File: config.mk
export PLATFORM = sky130hd
export DESIGN_NAME = body_state_bank
export DESIGN_NICKNAME = d
export VERILOG_FILES = /design/src/rtl/body_state_bank.sv
export SDC_FILE = /design/constraint.sdc
export NUM_CORES = 1
export LEC_CHECK = 0
export CAP_MARGIN = 20
export CORE_MARGIN = 4
export CORE_UTILIZATION = 25
export DETAILED_ROUTE_END_ITERATION = 7
export PLACE_DENSITY_LB_ADDON = 0.25
export RECOVER_POWER = 25
export SYNTH_ARGS = -nofsm -noshare
export SYNTH_HDL_FRONTEND = slang
export SYNTH_SLANG_ARGS = --single-unit
File: constraint.sdc
create_clock -name clk -period 4.21 [get_ports clk]
set_clock_uncertainty 0.15 [all_clocks]
set_input_delay 0.421 -clock clk [delete_from_list [all_inputs] [get_ports clk]]
set_output_delay 0.421 -clock clk [all_outputs]
set_load 0.01 [all_outputs]
File: src/rtl/body_state_bank.sv
// rtl/body_state_bank.sv - per-body state store with init sequencer, random R/W port and streaming scan
// Optional macro BODY_SCAN_SKIP_DEAD_EN: scan skips slots whose alive flag is clear.
module body_state_bank #(
    parameter int NUM_BODIES   = 11,
    parameter int IDX_W        = $clog2(NUM_BODIES),
    parameter int POS_W        = 19,
    parameter int RAD_W        = 10,
    parameter int TYPE_W       = 2,
    parameter int DEFAULT_TYPE = 1
) (
    input  logic              clk,
    input  logic              rst,
    input  logic              init_req,
    output logic              busy,
    input  logic              wr_en,
    input  logic [IDX_W-1:0]  wr_idx,
    input  logic [3:0]        wr_mask,
    input  logic [POS_W-1:0]  wr_pos_x,
    input  logic [POS_W-1:0]  wr_pos_y,
    input  logic [RAD_W-1:0]  wr_rad,
    input  logic [TYPE_W-1:0] wr_type,
    input  logic              wr_alive,
    input  logic              rd_en,
    input  logic [IDX_W-1:0]  rd_idx,
    output logic              rd_valid,
    output logic              rd_err,
    output logic [POS_W-1:0]  rd_pos_x,
    output logic [POS_W-1:0]  rd_pos_y,
    output logic [RAD_W-1:0]  rd_rad,
    output logic [TYPE_W-1:0] rd_type,
    output logic              rd_alive,
    input  logic              scan_start,
    output logic              scan_valid,
    input  logic              scan_ready,
    output logic [IDX_W-1:0]  scan_idx,
    output logic [POS_W-1:0]  scan_pos_x,
    output logic [POS_W-1:0]  scan_pos_y,
    output logic [RAD_W-1:0]  scan_rad,
    output logic [TYPE_W-1:0] scan_type,
    output logic              scan_alive,
    output logic              scan_done
);
    localparam int CNT_W = IDX_W + 1;
    localparam logic [CNT_W-1:0] NB      = CNT_W'(NUM_BODIES);
    localparam logic [CNT_W-1:0] NB_LAST = CNT_W'(NUM_BODIES - 1);

    typedef enum logic [1:0] {ST_INIT, ST_IDLE, ST_SCAN} state_t;

    state_t            state_q, state_d;
    logic [CNT_W-1:0]  ptr_q, ptr_d;

    logic [POS_W-1:0]  pos_x_mem [NUM_BODIES];
    logic [POS_W-1:0]  pos_y_mem [NUM_BODIES];
    logic [RAD_W-1:0]  rad_mem   [NUM_BODIES];
    logic [TYPE_W-1:0] type_mem  [NUM_BODIES];
    logic              alive_mem [NUM_BODIES];

    logic              mem_we;
    logic [IDX_W-1:0]  mem_idx;
    logic [3:0]        mem_mask;
    logic [POS_W-1:0]  mem_pos_x, mem_pos_y;
    logic [RAD_W-1:0]  mem_rad;
    logic [TYPE_W-1:0] mem_type;
    logic              mem_alive;

    logic              rd_valid_q, rd_valid_d, rd_err_q, rd_err_d;
    logic [POS_W-1:0]  rd_pos_x_q, rd_pos_x_d, rd_pos_y_q, rd_pos_y_d;
    logic [RAD_W-1:0]  rd_rad_q, rd_rad_d;
    logic [TYPE_W-1:0] rd_type_q, rd_type_d;
    logic              rd_alive_q, rd_alive_d;

    logic              scan_valid_q, scan_valid_d, scan_done_q, scan_done_d;
    logic [IDX_W-1:0]  scan_idx_q, scan_idx_d;
    logic [POS_W-1:0]  scan_pos_x_q, scan_pos_x_d, scan_pos_y_q, scan_pos_y_d;
    logic [RAD_W-1:0]  scan_rad_q, scan_rad_d;
    logic [TYPE_W-1:0] scan_type_q, scan_type_d;
    logic              scan_alive_q, scan_alive_d;

    logic              wr_ok, rd_ok, rd_in_range, wr_hit, load_beat;
    logic [IDX_W-1:0]  scan_slot;
    logic              slot_eligible, beat_alive;

    assign wr_ok       = (state_q != ST_INIT) && wr_en && ({1'b0, wr_idx} < NB);
    assign rd_ok       = (state_q != ST_INIT) && rd_en;
    assign rd_in_range = ({1'b0, rd_idx} < NB);
    assign wr_hit      = wr_ok && (wr_idx == rd_idx);
    assign scan_slot   = ptr_q[IDX_W-1:0];

`ifdef BODY_SCAN_SKIP_DEAD_EN
    assign slot_eligible = alive_mem[scan_slot];
    assign beat_alive    = 1'b1;
`else
    assign slot_eligible = 1'b1;
    assign beat_alive    = alive_mem[scan_slot];
`endif

    always_comb begin
        state_d      = state_q;
        ptr_d        = ptr_q;
        mem_we       = 1'b0;
        mem_idx      = '0;
        mem_mask     = '0;
        mem_pos_x    = '0;
        mem_pos_y    = '0;
        mem_rad      = '0;
        mem_type     = '0;
        mem_alive    = 1'b0;
        rd_valid_d   = 1'b0;
        rd_err_d     = 1'b0;
        rd_pos_x_d   = rd_pos_x_q;
        rd_pos_y_d   = rd_pos_y_q;
        rd_rad_d     = rd_rad_q;
        rd_type_d    = rd_type_q;
        rd_alive_d   = rd_alive_q;
        scan_valid_d = scan_valid_q;
        scan_done_d  = 1'b0;
        scan_idx_d   = scan_idx_q;
        scan_pos_x_d = scan_pos_x_q;
        scan_pos_y_d = scan_pos_y_q;
        scan_rad_d   = scan_rad_q;
        scan_type_d  = scan_type_q;
        scan_alive_d = scan_alive_q;
        load_beat    = 1'b0;

        if (wr_ok) begin
            mem_we    = 1'b1;
            mem_idx   = wr_idx;
            mem_mask  = wr_mask;
            mem_pos_x = wr_pos_x;
            mem_pos_y = wr_pos_y;
            mem_rad   = wr_rad;
            mem_type  = wr_type;
            mem_alive = wr_alive;
        end

        // Write-first: a same-slot write in this cycle overrides the stored field.
        if (rd_ok) begin
            rd_valid_d = 1'b1;
            if (rd_in_range) begin
                rd_pos_x_d = (wr_hit && wr_mask[0]) ? wr_pos_x : pos_x_mem[rd_idx];
                rd_pos_y_d = (wr_hit && wr_mask[0]) ? wr_pos_y : pos_y_mem[rd_idx];
                rd_rad_d   = (wr_hit && wr_mask[1]) ? wr_rad   : rad_mem[rd_idx];
                rd_type_d  = (wr_hit && wr_mask[2]) ? wr_type  : type_mem[rd_idx];
                rd_alive_d = (wr_hit && wr_mask[3]) ? wr_alive : alive_mem[rd_idx];
            end else begin
                rd_err_d   = 1'b1;
                rd_pos_x_d = '0;
                rd_pos_y_d = '0;
                rd_rad_d   = '0;
                rd_type_d  = '0;
                rd_alive_d = 1'b0;
            end
        end

        case (state_q)
            ST_INIT: begin
                mem_we    = 1'b1;
                mem_idx   = ptr_q[IDX_W-1:0];
                mem_mask  = 4'hF;
                mem_type  = TYPE_W'(DEFAULT_TYPE);
                mem_alive = 1'b1;
                if (ptr_q == NB_LAST) begin
                    state_d = ST_IDLE;
                    ptr_d   = '0;
                end else begin
                    ptr_d = ptr_q + 1'b1;
                end
            end
            ST_IDLE: begin
                if (init_req) begin
                    state_d = ST_INIT;
                    ptr_d   = '0;
                end else if (scan_start) begin
                    // Slot 0 is fetched right away so the first beat lands one cycle later.
                    state_d   = ST_SCAN;
                    load_beat = 1'b1;
                end
            end
            ST_SCAN: begin
                if (init_req) begin
                    state_d      = ST_INIT;
                    ptr_d        = '0;
                    scan_valid_d = 1'b0;
                end else if (!scan_valid_q || scan_ready) begin
                    if (ptr_q == NB) begin
                        scan_valid_d = 1'b0;
                        scan_done_d  = 1'b1;
                        state_d      = ST_IDLE;
                        ptr_d        = '0;
                    end else begin
                        load_beat = 1'b1;
                    end
                end
            end
            default: begin
                state_d = ST_INIT;
                ptr_d   = '0;
            end
        endcase

        if (load_beat) begin
            ptr_d        = ptr_q + 1'b1;
            scan_valid_d = slot_eligible;
            if (slot_eligible) begin
                scan_idx_d   = scan_slot;
                scan_pos_x_d = pos_x_mem[scan_slot];
                scan_pos_y_d = pos_y_mem[scan_slot];
                scan_rad_d   = rad_mem[scan_slot];
                scan_type_d  = type_mem[scan_slot];
                scan_alive_d = beat_alive;
            end
        end
    end

    always_ff @(posedge clk) begin
        if (mem_we) begin
            if (mem_mask[0]) begin
                pos_x_mem[mem_idx] <= mem_pos_x;
                pos_y_mem[mem_idx] <= mem_pos_y;
            end
            if (mem_mask[1]) rad_mem[mem_idx]   <= mem_rad;
            if (mem_mask[2]) type_mem[mem_idx]  <= mem_type;
            if (mem_mask[3]) alive_mem[mem_idx] <= mem_alive;
        end
    end

    always_ff @(posedge clk or negedge rst) begin
        if (!rst) begin
            state_q      <= ST_INIT;
            ptr_q        <= '0;
            rd_valid_q   <= 1'b0;
            rd_err_q     <= 1'b0;
            rd_pos_x_q   <= '0;
            rd_pos_y_q   <= '0;
            rd_rad_q     <= '0;
            rd_type_q    <= '0;
            rd_alive_q   <= 1'b0;
            scan_valid_q <= 1'b0;
            scan_done_q  <= 1'b0;
            scan_idx_q   <= '0;
            scan_pos_x_q <= '0;
            scan_pos_y_q <= '0;
            scan_rad_q   <= '0;
            scan_type_q  <= '0;
            scan_alive_q <= 1'b0;
        end else begin
            state_q      <= state_d;
            ptr_q        <= ptr_d;
            rd_valid_q   <= rd_valid_d;
            rd_err_q     <= rd_err_d;
            rd_pos_x_q   <= rd_pos_x_d;
            rd_pos_y_q   <= rd_pos_y_d;
            rd_rad_q     <= rd_rad_d;
            rd_type_q    <= rd_type_d;
            rd_alive_q   <= rd_alive_d;
            scan_valid_q <= scan_valid_d;
            scan_done_q  <= scan_done_d;
            scan_idx_q   <= scan_idx_d;
            scan_pos_x_q <= scan_pos_x_d;
            scan_pos_y_q <= scan_pos_y_d;
            scan_rad_q   <= scan_rad_d;
            scan_type_q  <= scan_type_d;
            scan_alive_q <= scan_alive_d;
        end
    end

    assign busy       = (state_q == ST_INIT);
    assign rd_valid   = rd_valid_q;
    assign rd_err     = rd_err_q;
    assign rd_pos_x   = rd_pos_x_q;
    assign rd_pos_y   = rd_pos_y_q;
    assign rd_rad     = rd_rad_q;
    assign rd_type    = rd_type_q;
    assign rd_alive   = rd_alive_q;
    assign scan_valid = scan_valid_q;
    assign scan_done  = scan_done_q;
    assign scan_idx   = scan_idx_q;
    assign scan_pos_x = scan_pos_x_q;
    assign scan_pos_y = scan_pos_y_q;
    assign scan_rad   = scan_rad_q;
    assign scan_type  = scan_type_q;
    assign scan_alive = scan_alive_q;

endmodule

==> summary.md, run 1 <==
- **final antenna-violating net count** 0
- **Root Buffer** clkbuf_16
- **share of cell area taken by muxes after synthesis** 0.159
- **beginning of the worst hold path** wr_pos_y[6]
- **sequential share of the synthesized area** 0.623
- **Die Width** 364 um
- **status** finished, violations left
- **post-synthesis share of cell area spent on xor and xnor gates** 0.00110
- **count of state elements after synthesis** 678
- **synthesized area divided by synthesized cell count** 13.4 um^2
- **buffer levels on the longest clock path** 3
- **switch share** 0.339
- **die outline area** 0.133 mm^2
- **worst setup path class** reg -> reg
- **actual slew at the worst max-slew pin** 1.89 ns
- **setup slack on the worst flop-to-flop path** 0.63 ns
- **most frequently used cell type in the post-synthesis netlist** edfxtp_1
- **final instance area** 0.0383 mm^2
- **placed wire-length estimate** 63.7 mm
- **Final Hold Violating Endpoints** 0
- **router iterations before antenna repair** 6
- **fraction of the mapped netlist area in adder cells** 0.00237
- **areal power density over the cells** 633 mW/mm^2
- **capture endpoint of the worst hold path** rd_pos_y[6]
- **combinational share of power** 0.311
- **buffers inserted during post-CTS setup optimization** 0
- **GP Congestion** 0.771
- **ranking of synthesized cells by area** edfxtp_1 (53%), mux2i_1 (9.9%), dfrtp_1 (9.2%)
- **number of cells on the worst reg-to-reg path** 8
- **post-synth top area share** 0.531
- **vias per cell** 5.06
- **TritonCTS clock tree** built
- **number of buffer and inverter stages on the critical path** 4
- **fin crit period** 3.58 ns
- **reported leakage power** 13.1 nW
- **crit path capture type** register
- **Worst Hold Class** in -> reg
- **post-placement cell area** 0.0356 mm^2
- **Peak VDD IR** 0.000376 V
- **chain of cells forming the critical path** inv_1 -> ha_1 -> clkbuf_1 -> inv_1 -> nor3_1 -> and3_1 -> a21o_2 -> buf_4
- **internal portion of total power** 16.0 mW
- **source of the worst register-to-register timing path** state_q[0]
- **final total negative setup slack** 0 ns
- **critical path required time** 4.35 ns
- **Crit path top cell by count** inv_1
- **largest net degree at the start of global routing** 97
- **Critical R2R Capture** pos_x_mem[0][0]
- **violated checks** max-capacitance violations, max-slew violations
- **Net Sw Power** 8.21 mW
- **count of H-tree levels built during CTS** 3
- **CP peak stage delay** 0.53 ns
- **fraction of registers with async set/reset** 0.173
- **Final Net Count** 2585
- **number of buffers created by CTS** 79
- **Worst Setup Start Kind** register
- **global-route usage over all layers** 0.154
- **Area growth syn-to-layout** 20.8%
- **hold path depth** 3
- **Worst-path clk slew** 0.06 ns
- **max-slew violation count** 55
- **most frequent cells after synthesis** edfxtp_1 (561), mux2i_1 (313), o21ai_0 (217), nand2_1 (206), a21oi_1 (130)
- **part of the power in registers** 0.391
- **number of placement rows** 130
- **number of DRC markers after the initial detailed-route iteration** 1669
- **fraction of layout cells with a size suffix above 1** 0.129
- **count of buffers inserted at the top-level ports** 180
- **Data arrival, critical path** 3.72 ns
- **DR DRC count** 0
- **wire per inst** 24.9 um
- **Post-synth EDFFs** 561
- **largest family of logic cells by synthesized area** multiplexers
- **floorplan die height** 364 um
- **share of the clock period used by the worst path after layout** 0.851
- **instance count of the mapped netlist** 2365
- **cell type with the largest total area after synthesis** edfxtp_1
- **Syn. warnings** 0
- **setup repair after global routing missed its margin** false
- **total length of routed wires** 105 mm
- **most instantiated flip-flop cell in the synthesis netlist** edfxtp_1
- **I/O Pins** 181
- **later-pin clock latency in the skew report** 0.62 ns
- **Fmax** 279 MHz
- **clock group share of total power** 0.297
- **dominant delay contributor by cell family on the critical path** buffers and inverters
- **max-cap check violation count** 1
- **via count** 21400
- **initial antenna violation count** 9
- **number of failing setup endpoints in the final timing report** 0
- **count of filler cells inserted in the layout** 12600
- **sink count of the clock tree** 678
- **worst slew margin relative to its limit** -0.258
- **remaining global-route overflow** 0
- **CP Max Fanout** 16
- **via count of the first global-routing pass** 22000
- **first-pass GRT wire length** 151 mm
- **compound-gate portion of the synthesized area** 0.129
- **starting utilization of the core area** 0.252
- **library cells used by synthesis** 53
- **Core Area** 0.126 mm^2
- **slowest stage cell, crit path** a21o_2
- **combined area of all synthesized cells** 0.0317 mm^2
- **Post-Syn Nets** 2441
- **simple-gate area share of the yosys netlist** 0.0546
[placed cells by master (no fill, tap or decap), types with 8 or more instances in the layout]
| cell | count |
|---|---|
| o211ai_1 | 21 |
| and2_1 | 39 |
| o31ai_1 | 21 |
| and2_0 | 10 |
| o22ai_1 | 110 |
| bufinv_16 | 12 |
| mux2i_1 | 313 |
| buf_12 | 19 |
| nand2_1 | 204 |
| o21ai_1 | 25 |
| and3_1 | 19 |
| a22o_1 | 32 |
| o21ai_0 | 217 |
| nor2_1 | 68 |
| clkbuf_1 | 23 |
| mux2_2 | 39 |
| clkdlybuf4s50_1 | 64 |
| a211oi_1 | 41 |
| clkinv_2 | 15 |
| nor2_4 | 10 |
| clkbuf_16 | 82 |
| a22oi_1 | 16 |
| buf_4 | 54 |
| inv_1 | 8 |
| a221oi_1 | 38 |
| dfrtp_1 | 113 |
| a21oi_1 | 130 |
| mux4_2 | 65 |
| edfxtp_1 | 561 |
| dlygate4sd3_1 | 111 |
[how the worst max path moves through the flow]
stage                from          endpoint  slack, ns  depth (start not counted)
4_1_cts        state_q[0]   pos_x_mem[0][0]       0.75                          7
2_1_floorplan  state_q[0]   pos_x_mem[3][0]       0.58                          7
5_1_grt        state_q[0]         rd_rad[9]       0.39                          8
6_report       state_q[0]   pos_x_mem[0][0]       0.63                          8
3_3_place_gp    wr_idx[1]  pos_x_mem[4][17]       0.57                          7
3_5_place_dp    wr_idx[1]  pos_x_mem[4][16]       0.55                          7
[stage by stage]
step	std cells	worst slack [ns]	power, mW	util	hold slack [ns]
final	4231	0.627	24.2	0.304	0.322
after global routing	4225	0.386	25.5	0.304	0.326
after CTS	4224	0.747	24.8	0.305	0.243
after detailed placement	4076	0.547	17.5	0.283	0.326
after global placement	4076	0.569	17.4	0.283	0.318
after floorplan	2365	0.583	13.8	-	-0.0246
[registers in the layout, summed over array words and instances, names as in the netlist, 5 cells and up]
name / cells
scan_pos_x: 19
pos_y_mem: 209
rad_mem: 110
scan_pos_y: 19
rd_pos_y: 19
alive_mem: 11
rd_pos_x: 19
ptr_q: 5
scan_rad: 10
pos_x_mem: 209
rd_rad: 10
type_mem: 22
[power by group through the flow]
| stage | Sequential, mW | Clock [mW] | Combinational [mW] |
|---|---|---|---|
| global route | 9.62 | 7.69 | 8.17 |
| finish | 9.48 | 7.21 | 7.55 |
| CTS | 9.53 | 7.41 | 7.84 |
| floorplan | 9.49 | 0 | 4.27 |
| global placement | 9.59 | 0 | 7.77 |
| detailed placement | 9.64 | 0 | 7.81 |
[final cells by class]
cell class,instances,area [um^2],share of cell area
Clock inverter,39,549,0.0143
Timing Repair Buffer,256,2610,0.0682
Tap cell,1650,2060,0.0539
Multi-Input combinational cell,1485,11100,0.289
Clock buffer,108,2200,0.0574
Inverter,9,33.8,0.000881
Sequential cell,678,19800,0.516
Antenna cell,6,15.0,0.000392
[tightest hold or removal path, delay by kind of cell]
| kind | cells | cell delay, ns |
|---|---|---|
| buf+inv | 1 | 0.41 |
| compound gates | 2 | 0.22 |
[routing by layer]
layer,GRT usage,wire length [um]
met5,0,18
met4,0.0376,2000
met3,0.0316,7780
met2,0.262,50900
met1,0.203,44800
[what timing repair did]
item | CTS | global route
endpoints found under the hold margin | 54 | 0
hold buffers | 1 | 0
gates resized for setup | 0 | 0
[cells by family (layout without fill, tap and decap cells)]
kind of cell | after synthesis | in the layout
DFF | 678 | 678
AOI/OAI and AO/OA | 671 | 671
muxes | 418 | 418
and+or+nand+nor | 386 | 386
buffers and inverters | 202 | 412
adders and majority gates | 6 | 6
xor gates and xnor gates | 4 | 4
other | 0 | 6
Note: power is estimated with default switching activity, not from simulation.
==> run 2: changes to the inputs <==
--- a/config.mk
+++ b/config.mk
@@ -9,4 +9,6 @@
 export CORE_MARGIN = 4
 export CORE_UTILIZATION = 25
+export CTS_CLUSTER_DIAMETER = 30
+export CTS_CLUSTER_SIZE = 24
 export DETAILED_ROUTE_END_ITERATION = 7
 export PLACE_DENSITY_LB_ADDON = 0.25
--- a/constraint.sdc
+++ b/constraint.sdc
@@ -3,3 +3,3 @@
 set_input_delay 0.421 -clock clk [delete_from_list [all_inputs] [get_ports clk]]
 set_output_delay 0.421 -clock clk [all_outputs]
-set_load 0.01 [all_outputs]
+set_load 0.02 [all_outputs]
==> run 2 against run 1 <==
Against the previous run:
- the flow still finishes with violations (max-capacitance violations, max-slew violations)
- final area increased by 7.3%
- sequential cell count did not move
- worst setup slack worse by 0.019 ns
- total power up 23%
- global-route usage increased by 0.34 points
- clock power grew 72%
- utilization rose by 2.2 points
- sequential share of layout area fell by 3.5 points
- critical path type unchanged
==> summary.md, run 2 (synthesized netlist as in run 1, its figures left out) <==
- **status** finished, violations left
- **violated checks** max-capacitance violations, max-slew violations
- **setup repair after global routing missed its margin** false
- **Final Net Count** 2668, +3.2%
- **via count of the first global-routing pass** 22900, +4.3%
- **max-slew violation count** 55, unchanged
- **leading registers by flop count** pos_x_mem (209), pos_y_mem (209), rad_mem (110)
- **initial antenna violation count** 6, -3
- **Worst Setup Start Kind** register
- **count of H-tree levels built during CTS** 4, +1
- **chain of cells forming the critical path** inv_1 -> ha_1 -> clkbuf_1 -> inv_1 -> nor3_1 -> and3_1 -> a21o_2 -> buf_4
- **total length of routed wires** 107 mm, +1.7%
- **via count** 22100, +3.3%
- **number of DRC markers after the initial detailed-route iteration** 1636, -2.0%
- **count of buffers inserted at the top-level ports** 180, unchanged
- **most common cell after layout, fill and taps aside** edfxtp_1
- **fraction of layout cells with a size suffix above 1** 0.171, +0.0425
- **floorplan die height** 364 um, unchanged
- **buffers inserted during post-CTS setup optimization** 0, unchanged
- **DR DRC count** 0, unchanged
- **count of filler cells inserted in the layout** 12400, -1.6%
- **Worst-path clk slew** 0.04 ns, -0.02 ns
- **sink count of the clock tree** 678, unchanged
- **source of the worst register-to-register timing path** state_q[0]
- **Worst Hold Class** in -> reg
- **final standard cell count with taps included and fillers excluded** 4385, +3.6%
- **setup slack on the worst flop-to-flop path** 0.61 ns, -0.02 ns
- **I/O Pins** 181, unchanged
- **total chip power** 29.9 mW, +23%
- **number of gates on the worst path with buffers counted** 8, unchanged
- **remaining global-route overflow** 0, unchanged
- **Critical path destination** pos_x_mem[0][10]
- **Worst setup startpoint** state_q[0]
- **CP peak stage delay** 0.53 ns, about the same
- **buffer levels on the longest clock path** 3, unchanged
- **dominant delay contributor by cell family on the critical path** buffers and inverters
- **number of buffer and inverter stages on the critical path** 4, unchanged
- **die outline area** 0.133 mm^2, unchanged
- **TritonCTS clock tree** built
- **Area growth syn-to-layout** 29.7%
- **critical path required time** 4.48 ns, +0.13 ns
- **Core Area** 0.126 mm^2, unchanged
- **share of the clock period used by the worst path after layout** 0.856, +0.00459
- **Crit path top cell by count** inv_1
- **number of buffers created by CTS** 162, +110%
- **areal power density over the cells** 726 mW/mm^2, +15%
- **final total negative setup slack** 0 ns, unchanged
- **first-pass GRT wire length** 154 mm, +1.8%
- **vias per cell** 5.04, -0.36%
- **number of cells on the worst reg-to-reg path** 8, unchanged
- **CP Max Fanout** 16, unchanged
- **later-pin clock latency in the skew report** 0.74 ns, +0.12 ns
- **GP Congestion** 0.771, unchanged
- **reported leakage power** 14.4 nW, +9.7%
- **placed wire-length estimate** 63.7 mm, unchanged
- **final antenna-violating net count** 0, unchanged
- **starting utilization of the core area** 0.252, unchanged
- **max-cap check violation count** 1, unchanged
- **Data arrival, critical path** 3.88 ns, +0.16 ns
- **Final Hold Violating Endpoints** 0, unchanged
- **Placed Cells incl. Taps** 4076, unchanged
- **number of placement rows** 130, unchanged
- **number of failing setup endpoints in the final timing report** 0, unchanged
- **actual slew at the worst max-slew pin** 1.87 ns, -0.0159 ns
- **Root Buffer** clkbuf_16
- **slowest stage cell, crit path** a21o_2
- **worst setup path class** reg -> reg
- **top library cells by usage in the layout, fill and taps aside** edfxtp_1 (561), mux2i_1 (313), o21ai_0 (217)
- **wire per inst** 24.5 um, -1.8%
- **Fmax** 278 MHz, -0.54%
- **global-route usage over all layers** 0.158, +0.00345
- **Critical R2R Capture** pos_x_mem[0][10]
- **fin crit period** 3.60 ns, +0.0193 ns
- **router iterations before antenna repair** 5, -1
- **crit path capture type** register
- **largest net degree at the start of global routing** 97, unchanged
- **Peak VDD IR** 0.000417 V, +11%
- **Die Width** 364 um, unchanged
- **worst slew margin relative to its limit** -0.247, +0.0106
## run 2: worst reg2reg max path, cell delays in order, from the launching register on
cell and delay (ns):
dfrtp_1 0.41, inv_1 0.10, ha_1 0.35, clkbuf_1 0.38, inv_1 0.29, nor3_1 0.43, and3_1 0.30, a21o_2 0.54
buf_4 0.35
## run 2: layout make-up
class / instances / area (um^2) / share of cell area
sequential: 678 / 19800 / 0.481
multi-input combinational: 1485 / 11100 / 0.269
clock buffer: 187 / 4160 / 0.101
timing repair buffer: 256 / 2610 / 0.0635
tap: 1650 / 2060 / 0.0502
clock inverter: 115 / 1400 / 0.0339
inverter: 9 / 33.8 / 0.000821
antenna: 5 / 12.5 / 0.000304
## run 2: metal layers
| metal | track usage | routed length [um] | vias to the layer above |
|---|---|---|---|
| met4 | 0.0523 | 2800 | 2 |
| met5 | 0 | 18 | - |
| li1 | - | - | 9721 |
| met2 | 0.263 | 51500 | 815 |
| met3 | 0.0386 | 6930 | 204 |
| met1 | 0.202 | 46100 | 11400 |
## run 2: repair_timing
action | 4_1_cts | 5_1_grt
hold buffers | 1 | 0
hold endpoints to repair | 54 | 0
gates resized for setup | 0 | 0
## run 2: per-stage QoR
step                      instance area (um^2)  hold WS [ns]  utilization  worst slack (ns)
final                                    41100         0.205        0.327             0.607
after detailed placement                 35600         0.326        0.283             0.547
after CTS                                41100         0.115        0.327             0.756
after global routing                     41100         0.211        0.327             0.358
after floorplan                          31700       -0.0246            -             0.493
after global placement                   35600         0.318        0.283             0.569
## run 2: power breakdown
| group | leakage (nW) | internal, mW | switching (mW) | total [mW] |
|---|---|---|---|---|
| Sequential | 6.71 | 8.75 | 0.771 | 9.52 |
| Combinational | 5.02 | 2.90 | 5.02 | 7.92 |
| Clock | 2.63 | 8.29 | 4.11 | 12.4 |
## run 2: how the worst min path moves through the flow
stage                   to  depth (start not counted)  slack (ns)         from
3_5_place_dp   scan_rad[5]                          1        0.33          rst
3_3_place_gp   scan_rad[4]                          2        0.32  scan_rad[4]
6_report       rd_pos_x[4]                          3        0.21  wr_pos_x[4]
4_1_cts        scan_rad[5]                          2        0.12          rst
2_1_floorplan     ptr_q[0]                          0       -0.02          rst
5_1_grt        rd_pos_y[5]                          3        0.21  wr_pos_y[5]
==> run 3: changes to the inputs <==
- clock period: 4.21 -> 4.1 ns (I/O delays scaled with it)
==> run 3 against run 2 <==
Against the previous run:
- the run still ends with max-capacitance violations, max-slew violations left
- via count rose by 0.14%
- largest power group unchanged
- wire length rose by 0.22%
- clock power rose by 9.7%
- clock-buffer cell count rose by 1
- utilization rose by 0.28 points
- cell count rose by 0.21%
==> summary.md, run 3 (synthesized netlist as in run 1, its figures left out) <==
- **number of DRC markers after the initial detailed-route iteration** 1839, +12%
- **areal power density over the cells** 760 mW/mm^2, +4.7%
- **buffers inserted during post-CTS setup optimization** 0, unchanged
- **I/O Pins** 181, unchanged
- **most common cell after layout, fill and taps aside** edfxtp_1
- **actual slew at the worst max-slew pin** 2.00 ns, +0.134 ns
- **Fmax** 291 MHz, +5.0%
- **share of the clock period used by the worst path after layout** 0.837, -0.0189
- **worst slew margin relative to its limit** -0.336, -0.0891
- **global-route usage over all layers** 0.159, +0.000702
- **Layout Utilization** 0.329, +0.00280
- **Root Buffer** clkbuf_16
- **number of failing setup endpoints in the final timing report** 0, unchanged
- **fraction of layout cells with a size suffix above 1** 0.180, +0.00820
- **max-cap check violation count** 2, +1
- **total length of routed wires** 108 mm, +0.22%
- **Data arrival, critical path** 3.68 ns, -0.20 ns
- **count of H-tree levels built during CTS** 4, unchanged
- **count of buffers inserted at the top-level ports** 180, unchanged
- **initial antenna violation count** 5, -1
- **buffer levels on the longest clock path** 3, unchanged
- **via count of the first global-routing pass** 23000, +0.34%
- **violated checks** max-capacitance violations, max-slew violations
- **floorplan die height** 364 um, unchanged
- **total chip power** 31.5 mW, +5.6%
- **vias per cell** 5.04, about the same
- **fin crit period** 3.43 ns, -0.172 ns
- **starting utilization of the core area** 0.252, unchanged
- **sink count of the clock tree** 678, unchanged
- **via count** 22100, +0.14%
- **final instance area** 0.0415 mm^2, +0.86%
- **Peak VDD IR** 0.000427 V, +2.4%
- **reported leakage power** 14.6 nW, +1.3%
- **leading registers by flop count** pos_x_mem (209), pos_y_mem (209), rad_mem (110)
- **GP Congestion** 0.808, +4.8%
- **DR DRC count** 0, unchanged
- **router iterations before antenna repair** 5, unchanged
- **remaining global-route overflow** 0, unchanged
- **final antenna-violating net count** 0, unchanged
- **largest net degree at the start of global routing** 108, +11%
- **CP Max Fanout** 27, +11
- **critical path required time** 4.35 ns, -0.13 ns
- **worst setup path class** reg -> reg
- **Final Net Count** 2674, +0.22%
- **Worst-path clk slew** 0.04 ns, about the same
- **status** finished, violations left
- **Worst Hold Class** in -> reg
- **final total negative setup slack** 0 ns, unchanged
- **post-placement cell area** 0.0356 mm^2, about the same
- **wire per inst** 24.5 um, about the same
- **Core Area** 0.126 mm^2, unchanged
- **number of buffers created by CTS** 165, +1.9%
- **top library cells by usage in the layout, fill and taps aside** edfxtp_1 (561), mux2i_1 (313), o21ai_0 (217)
- **Die Width** 364 um, unchanged
- **setup repair after global routing missed its margin** false
- **TritonCTS clock tree** built
- **Final Hold Violating Endpoints** 0, unchanged
- **crit path capture type** register
- **later-pin clock latency in the skew report** 0.74 ns, about the same
- **Worst Setup Start Kind** register
- **placed wire-length estimate** 64.4 mm, +1.1%
- **first-pass GRT wire length** 155 mm, +0.77%
- **Area growth syn-to-layout** 30.8%
- **number of placement rows** 130, unchanged
- **count of filler cells inserted in the layout** 12300, -0.79%
- **worst hold margin** 0.217 ns, +0.0112 ns
- **die outline area** 0.133 mm^2, unchanged
- **max-slew violation count** 112, +100%
run 3: cell count changes in the layout (fill, tap and decap cells not counted), moves of 4 or more:
cell / delta
bufinv_16: +11
clkinv_16: -8
clkdlybuf4s50_1: -6
clkinv_1: -6
dlygate4sd3_1: +6
clkbuf_1: -5
clkinv_2: -5
clkbuf_16: +4
clkinv_4: +4
run 3: final cells by class:
cell class,count,area [um^2],share of cell area
multi-input combinational,1485,11100,0.268
clock inverter,120,1600,0.0385
timing repair buffer,259,2620,0.0630
tap,1650,2060,0.0498
clock buffer,188,4270,0.103
sequential,678,19800,0.477
antenna,5,12.5,0.000302
inverter,9,33.8,0.000814
run 3: worst paths after layout:
kind,cells after the start,slack [ns],start,end
min,3,0.22,wr_pos_x[10],rd_pos_x[10]
max,8,0.67,state_q[0],pos_y_mem[3][6]
max in group asynchronous,3,1.43,rst,scan_idx[2]
min in group asynchronous,2,0.66,rst,scan_rad[4]
min reg2reg,2,0.32,scan_rad[2],scan_rad[2]
max reg2reg,8,0.67,state_q[0],pos_y_mem[3][6]
run 3: power by group:
group | switching [mW] | internal [mW] | total (mW)
clock | 4.21 | 9.37 | 13.6
combinational | 5.11 | 2.99 | 8.11
sequential | 0.863 | 8.98 | 9.85
run 3: critical path: stages (launching register included):
cell      delay, ns
dfrtp_1        0.38
inv_1          0.09
ha_1           0.26
clkbuf_1       0.32
nand2b_1       0.31
nor3_1         0.38
a31oi_1        0.35
nor2_4         0.48
buf_12         0.32
run 3: per-layer routing:
layer,track usage,vias up,share of wire
li1,-,9780,-
met1,0.208,11300,0.44
met2,0.256,834,0.47
met3,0.0370,199,0.064
met4,0.0589,0,0.030
met5,0,-,0
run 3: through the flow:
stage / instances / worst slack, ns
floorplan: 2365 / 0.383
global placement: 4078 / 0.680
detailed placement: 4079 / 0.727
CTS: 4388 / 0.908
global route: 4390 / 0.535
finish: 4394 / 0.669
run 3: what timing repair did:
action / 4_1_cts / 5_1_grt
hold endpoints to repair: 55 / 0
gates resized for setup: 0 / 0
hold buffers: 1 / 0
==> RTL edit 1, RTL diff (settings of run 2) <==
Add a define of `BODY_SCAN_SKIP_DEAD_EN`.
--- a/src/rtl/body_state_bank.sv
+++ b/src/rtl/body_state_bank.sv
@@ -1,5 +1,7 @@
 // rtl/body_state_bank.sv - per-body state store with init sequencer, random R/W port and streaming scan
 // Optional macro BODY_SCAN_SKIP_DEAD_EN: scan skips slots whose alive flag is clear.
+`define BODY_SCAN_SKIP_DEAD_EN
+
 module body_state_bank #(
     parameter int NUM_BODIES   = 11,
     parameter int IDX_W        = $clog2(NUM_BODIES),
Formal check against the unedited RTL: same outputs for any inputs over 4 cycles, from zero or initial values and one cycle with rst low; that may be too few to reach the edited logic, so the function may still have changed.
==> RTL edit 1 against run 2 <==
The flow still finishes with violations (capacitance limit, slew limit). Setup slack better by 0.0034 ns. Via count down 6.9%. Synthesized area up 0.69%. Wire length down 5.8%. Cell area up 2.0%. Total power up 6.5%. Non-clock buffer count down 9. Sequential cell count unchanged.
==> RTL edit 1: results (changes against run 2) <==
RePlAce Congestion: 0.794 (was 0.771)
Dpl cells: 3885 (was 4076)
1st-iter DRT viols: 1728 (was 1636)
Number of distinct library cells after synthesis: 55 (was 53)
Mean Syn Cell Area: 14.9 um2 (was 13.4 um2)
Placed cell area: 35800 um2 (was 35600 um2)
Main area contributors after synthesis: edfxtp_1 53%, dfrtp_1 9.2%, mux4_2 9.0%, mux2i_1 6.0%, nand2_1 3.1% (was edfxtp_1 53%, mux2i_1 9.9%, dfrtp_1 9.2%, mux4_2 4.6%, o21ai_0 3.4%)
Run status: complete, but fails checks (unchanged)
CTS Buf Count: 167 (was 162)
Slew headroom: -68.2% (was -24.7%)
# fillers: 12100 (was 12400)
Drt total wl: 101 mm (was 107 mm)
Failing checks: capacitance limit, slew limit (unchanged)
Worst IR Drop VDD: 0.392 mV (was 0.417 mV)
GRT Total Usage: 14.9% (was 15.8%)
Net switching fraction of the power: 30.8% (was 33.2%)
Max-Cap Viols: 1 (unchanged)
First-pass GRT wire length: 147 mm (was 154 mm)
Nets: 2483 (was 2668)
Critical-path top delay cell: a21oi_1 (was a21o_2)
Top post-synthesis cells by count: 561 x edfxtp_1, 268 x nand2_1, 193 x mux2i_1, 164 x o21ai_0, 127 x mux4_2 (was 561 x edfxtp_1, 313 x mux2i_1, 217 x o21ai_0, 206 x nand2_1, 130 x a21oi_1)
Slowest stage delay, CP: 0.86 ns (was 0.53 ns)
Initial antenna violation count: 6 (unchanged)
Register area share after synthesis: 61.9% (was 62.3%)
CTS hold repair buffers: 2 (was 1)
Largest net degree at the start of global routing: 114 (was 97)
Cell Count, Final, Fillers Out: 4202 (was 4385)
CP Max Fanout: 38 (was 16)
Leak: 0.0154 uW (was 0.0144 uW)
Layout cell share with drive strength beyond 1: 24.7% (was 17.1%)
Crit path arrival time: 4.05 ns (was 3.88 ns)
Slew Limit Fails: 73 (was 55)
RTL edit 1: changes by cell type in the layout (fill, tap and decap cells not counted), sizes merged, moves of 41 or more:
cell and delta:
o22ai -72, mux2i -120, a211oi -41, a221o +85, mux4 +62, a21oi -120, nand2 +61, and2 +49
mux2 +89, o21ai -78
RTL edit 1: layout make-up:
type / count / area (um2) / area share [%]
multi-input combinational: 1308 / 11400 / 27.3
sequential: 678 / 19800 / 47.2
clock buffer: 194 / 4370 / 10.4
inverter: 5 / 18.8 / 0.0447
antenna: 1 / 2.50 / 0.00596
timing repair buffer: 247 / 2500 / 5.97
clock inverter: 119 / 1770 / 4.22
tap: 1650 / 2060 / 4.92
RTL edit 1: metrics by stage:
step	hold slack [ns]	utilization [%]
4_1_cts	0.0924	33.3
3_5_place_dp	0.309	28.4
2_1_floorplan	-0.0246	-
5_1_grt	0.156	33.2
3_3_place_gp	0.308	28.4
6_report	0.145	33.2
RTL edit 1: routing by layer:
| metal | vias to the layer above | share of wire, % | GRT usage (%) |
|---|---|---|---|
| li1 | 8976 | - | - |
| met4 | 0 | 2.2 | 4.53 |
| met5 | - | 0 | 0 |
| met2 | 741 | 47 | 23.8 |
| met3 | 151 | 6.8 | 3.47 |
| met1 | 10700 | 44 | 20.2 |
RTL edit 1: worst paths after layout:
kind / from / endpoint / slack (ns)
hold / removal: rd_idx[3] / rd_err / 0.14
max in group asynchronous: rst / rd_pos_y[5] / 0.99
hold reg to reg: scan_alive / scan_alive / 0.31
setup / recovery: ptr_q[0] / scan_rad[5] / 0.61
setup reg to reg: ptr_q[0] / scan_rad[5] / 0.61
min in group asynchronous: rst / scan_rad[1] / 0.74
RTL edit 1: cells by family after synthesis:
logic type,share of synthesized area (%)
flops,61.9
xor+xnor,0.110
compound gates,8.24
buf+inv,2.66
simple gates,6.72
mux,20.1
fa+ha+maj,0.235
RTL edit 1: worst max-delay path: cells and delay by family, from the launching register on:
family	cells	cell delay [ns]
buffers and inverters	1	0.34
AND/OR/NAND/NOR	2	0.33
adder cells (fa/ha/maj)	1	0.40
AO/OA/AOI/OAI	2	1.11
flip-flops	1	0.77
multiplexers	1	0.37
RTL edit 1: power by group through the flow:
stage | sequential [uW] | combinational (uW) | clock, uW
after CTS | 9670 | 8740 | 14000
after global placement | 9710 | 8600 | 0
final | 9640 | 8370 | 13800
after detailed placement | 9760 | 8700 | 0
after global routing | 9790 | 9000 | 14400
after floorplan | 9900 | 4880 | 0
==> RTL edit 2, RTL diff (flow settings as in run 2) <==
Made on the original files. Put one more register stage on the output `rd_err`, cleared by the reset. The value now appears one clock later. The other outputs are not delayed to match.
--- a/src/rtl/body_state_bank.sv
+++ b/src/rtl/body_state_bank.sv
@@ -266,7 +266,13 @@
 
     assign busy       = (state_q == ST_INIT);
     assign rd_valid   = rd_valid_q;
-    assign rd_err     = rd_err_q;
+    always_ff @(posedge clk or negedge rst) begin
+        if (!rst) begin
+            rd_err <= '0;
+        end else begin
+            rd_err <= rd_err_q;
+        end
+    end
     assign rd_pos_x   = rd_pos_x_q;
     assign rd_pos_y   = rd_pos_y_q;
     assign rd_rad     = rd_rad_q;
Check against the original RTL: same outputs for any inputs over 4 cycles, from zero or initial values and one cycle with rst low; that may be too few to reach the edited logic, so the function may still have changed.
==> RTL edit 2 against run 2 <==
The flow still finishes with violations (capacitance limit, slew limit). Synthesized area about the same. Wire length decreased by 0.12%. Synthesized cell count about the same. Setup slack got worse by 0.031 ns. Via count decreased by 0.33%. Cell area decreased by 0.25%. Critical path depth unchanged. Sequential cell count increased by 1. Total power about the same. Largest power group unchanged.
==> RTL edit 2: results (changes against run 2) <==
Initial antenna violation count: 7 (was 6)
Worst R2R End: rd_alive (was pos_x_mem[0][10])
Main area contributors after synthesis: edfxtp_1 53%, mux2i_1 9.9%, dfrtp_1 9.3%, mux4_2 4.6%, o21ai_0 3.4% (was edfxtp_1 53%, mux2i_1 9.9%, dfrtp_1 9.2%, mux4_2 4.6%, o21ai_0 3.4%)
Nets: 2666 (was 2668)
Clk Latency, worst-skew pair: 0.72 ns (was 0.74 ns)
Largest net degree at the start of global routing: 105 (was 97)
First-pass GRT wire length: 155 mm (was 154 mm)
Number of global-route vias before repair: 22900 (about the same)
Slew headroom: -50.2% (was -24.7%)
Layout cell share with drive strength beyond 1: 17.3% (was 17.1%)
Worst Reg-to-Reg Cells: 8 (unchanged)
Run status: complete, but fails checks (unchanged)
CP Max Fanout: 48 (was 16)
Register area share after synthesis: 62.4% (was 62.3%)
Post-synth ARST share: 17.4% (was 17.3%)
Dominant synthesized flop cell: edfxtp_1 (unchanged)
Slew Limit Fails: 34 (was 55)
Failing checks: capacitance limit, slew limit (unchanged)
Max-Cap Viols: 1 (unchanged)
Chip width: 364 um (about the same)
GRT Total Usage: 15.8% (about the same)
CTS Buf Count: 163 (was 162)
P_int: 20000 uW (was 19900 uW)
Syn nets: 2442 (was 2441)
Leak: 0.0144 uW (about the same)
R2R Setup Slk: 0.58 ns (was 0.61 ns)
# fillers: 12300 (was 12400)
Worst IR Drop VDD: 0.413 mV (was 0.417 mV)
Via Count: 22000 (was 22100)
RePlAce Congestion: 0.828 (was 0.771)
Worst min-delay path class: in -> async (was in -> reg)
Crit path arrival time: 4.11 ns (was 3.88 ns)
1st-iter DRT viols: 1974 (was 1636)
DP HPWL: 65.3 mm (was 63.7 mm)
Worst r2r src: state_q[0] (unchanged)
Post-DR wirelength/cell: 24.4 um (was 24.5 um)
[RTL edit 2: kinds of logic after synthesis]
logic type | share of synthesized area, %
AOI/OAI and AO/OA | 12.9
xor gates and xnor gates | 0.110
adders and majority gates | 0.236
buffers and inverters | 3.04
DFF | 62.4
muxes | 15.9
and+or+nand+nor | 5.45
[RTL edit 2: how the worst max path moves through the flow]
stage,cells after the start,start,to,slack [ns]
after detailed placement,7,wr_idx[1],rd_pos_x[14],0.74
after floorplan,7,state_q[0],pos_x_mem[3][0],0.49
final,8,state_q[0],rd_alive,0.58
after global placement,7,wr_idx[1],rd_pos_y[4],0.76
after global routing,8,state_q[1],rd_rad[7],0.30
after CTS,7,state_q[0],pos_x_mem[0][14],0.73
[RTL edit 2: critical path: stages (launching register included)]
cell,delay (ns)
dfrtp_1,0.40
inv_1,0.09
ha_1,0.43
inv_1,0.31
nand2_1,0.68
a21oi_4,0.42
buf_4,0.64
o21ai_0,0.21
o21ai_0,0.19
[RTL edit 2: routing by layer]
metal	routed length (um)	track usage, %	share of wire (%)
met1	46100	20.5	43
met4	2970	5.50	2.8
met5	7	0	0.0065
met2	50900	25.8	47
met3	7150	3.77	6.7
[RTL edit 2: area by class of cell]
class	instances	area share [%]
tap	1650	5.03
clock buffer	198	10.7
sequential	679	48.3
multi-input combinational	1485	27.1
inverter	9	0.0824
antenna	2	0.0122
clock inverter	108	2.89
timing repair buffer	252	5.96
[RTL edit 2: stage by stage]
step	area [um2]	hold WS (ns)	worst slack, ns	std cells	util, %
floorplan	31700	-0.0246	0.493	2366	-
global placement	35500	0.197	0.760	4074	28.2
detailed placement	35500	0.185	0.736	4074	28.2
CTS	41000	0.112	0.733	4381	32.6
global route	41000	0.139	0.299	4383	32.6
finish	41000	0.129	0.577	4383	32.6
[RTL edit 2: power groups by stage]
stage	Clock [uW]	Sequential, uW	Combinational, uW
floorplan	0	9840	4270
finish	12400	9630	7820
global route	13000	9760	8430
global placement	0	9710	8010
detailed placement	0	9750	8060
CTS	12600	9660	8090
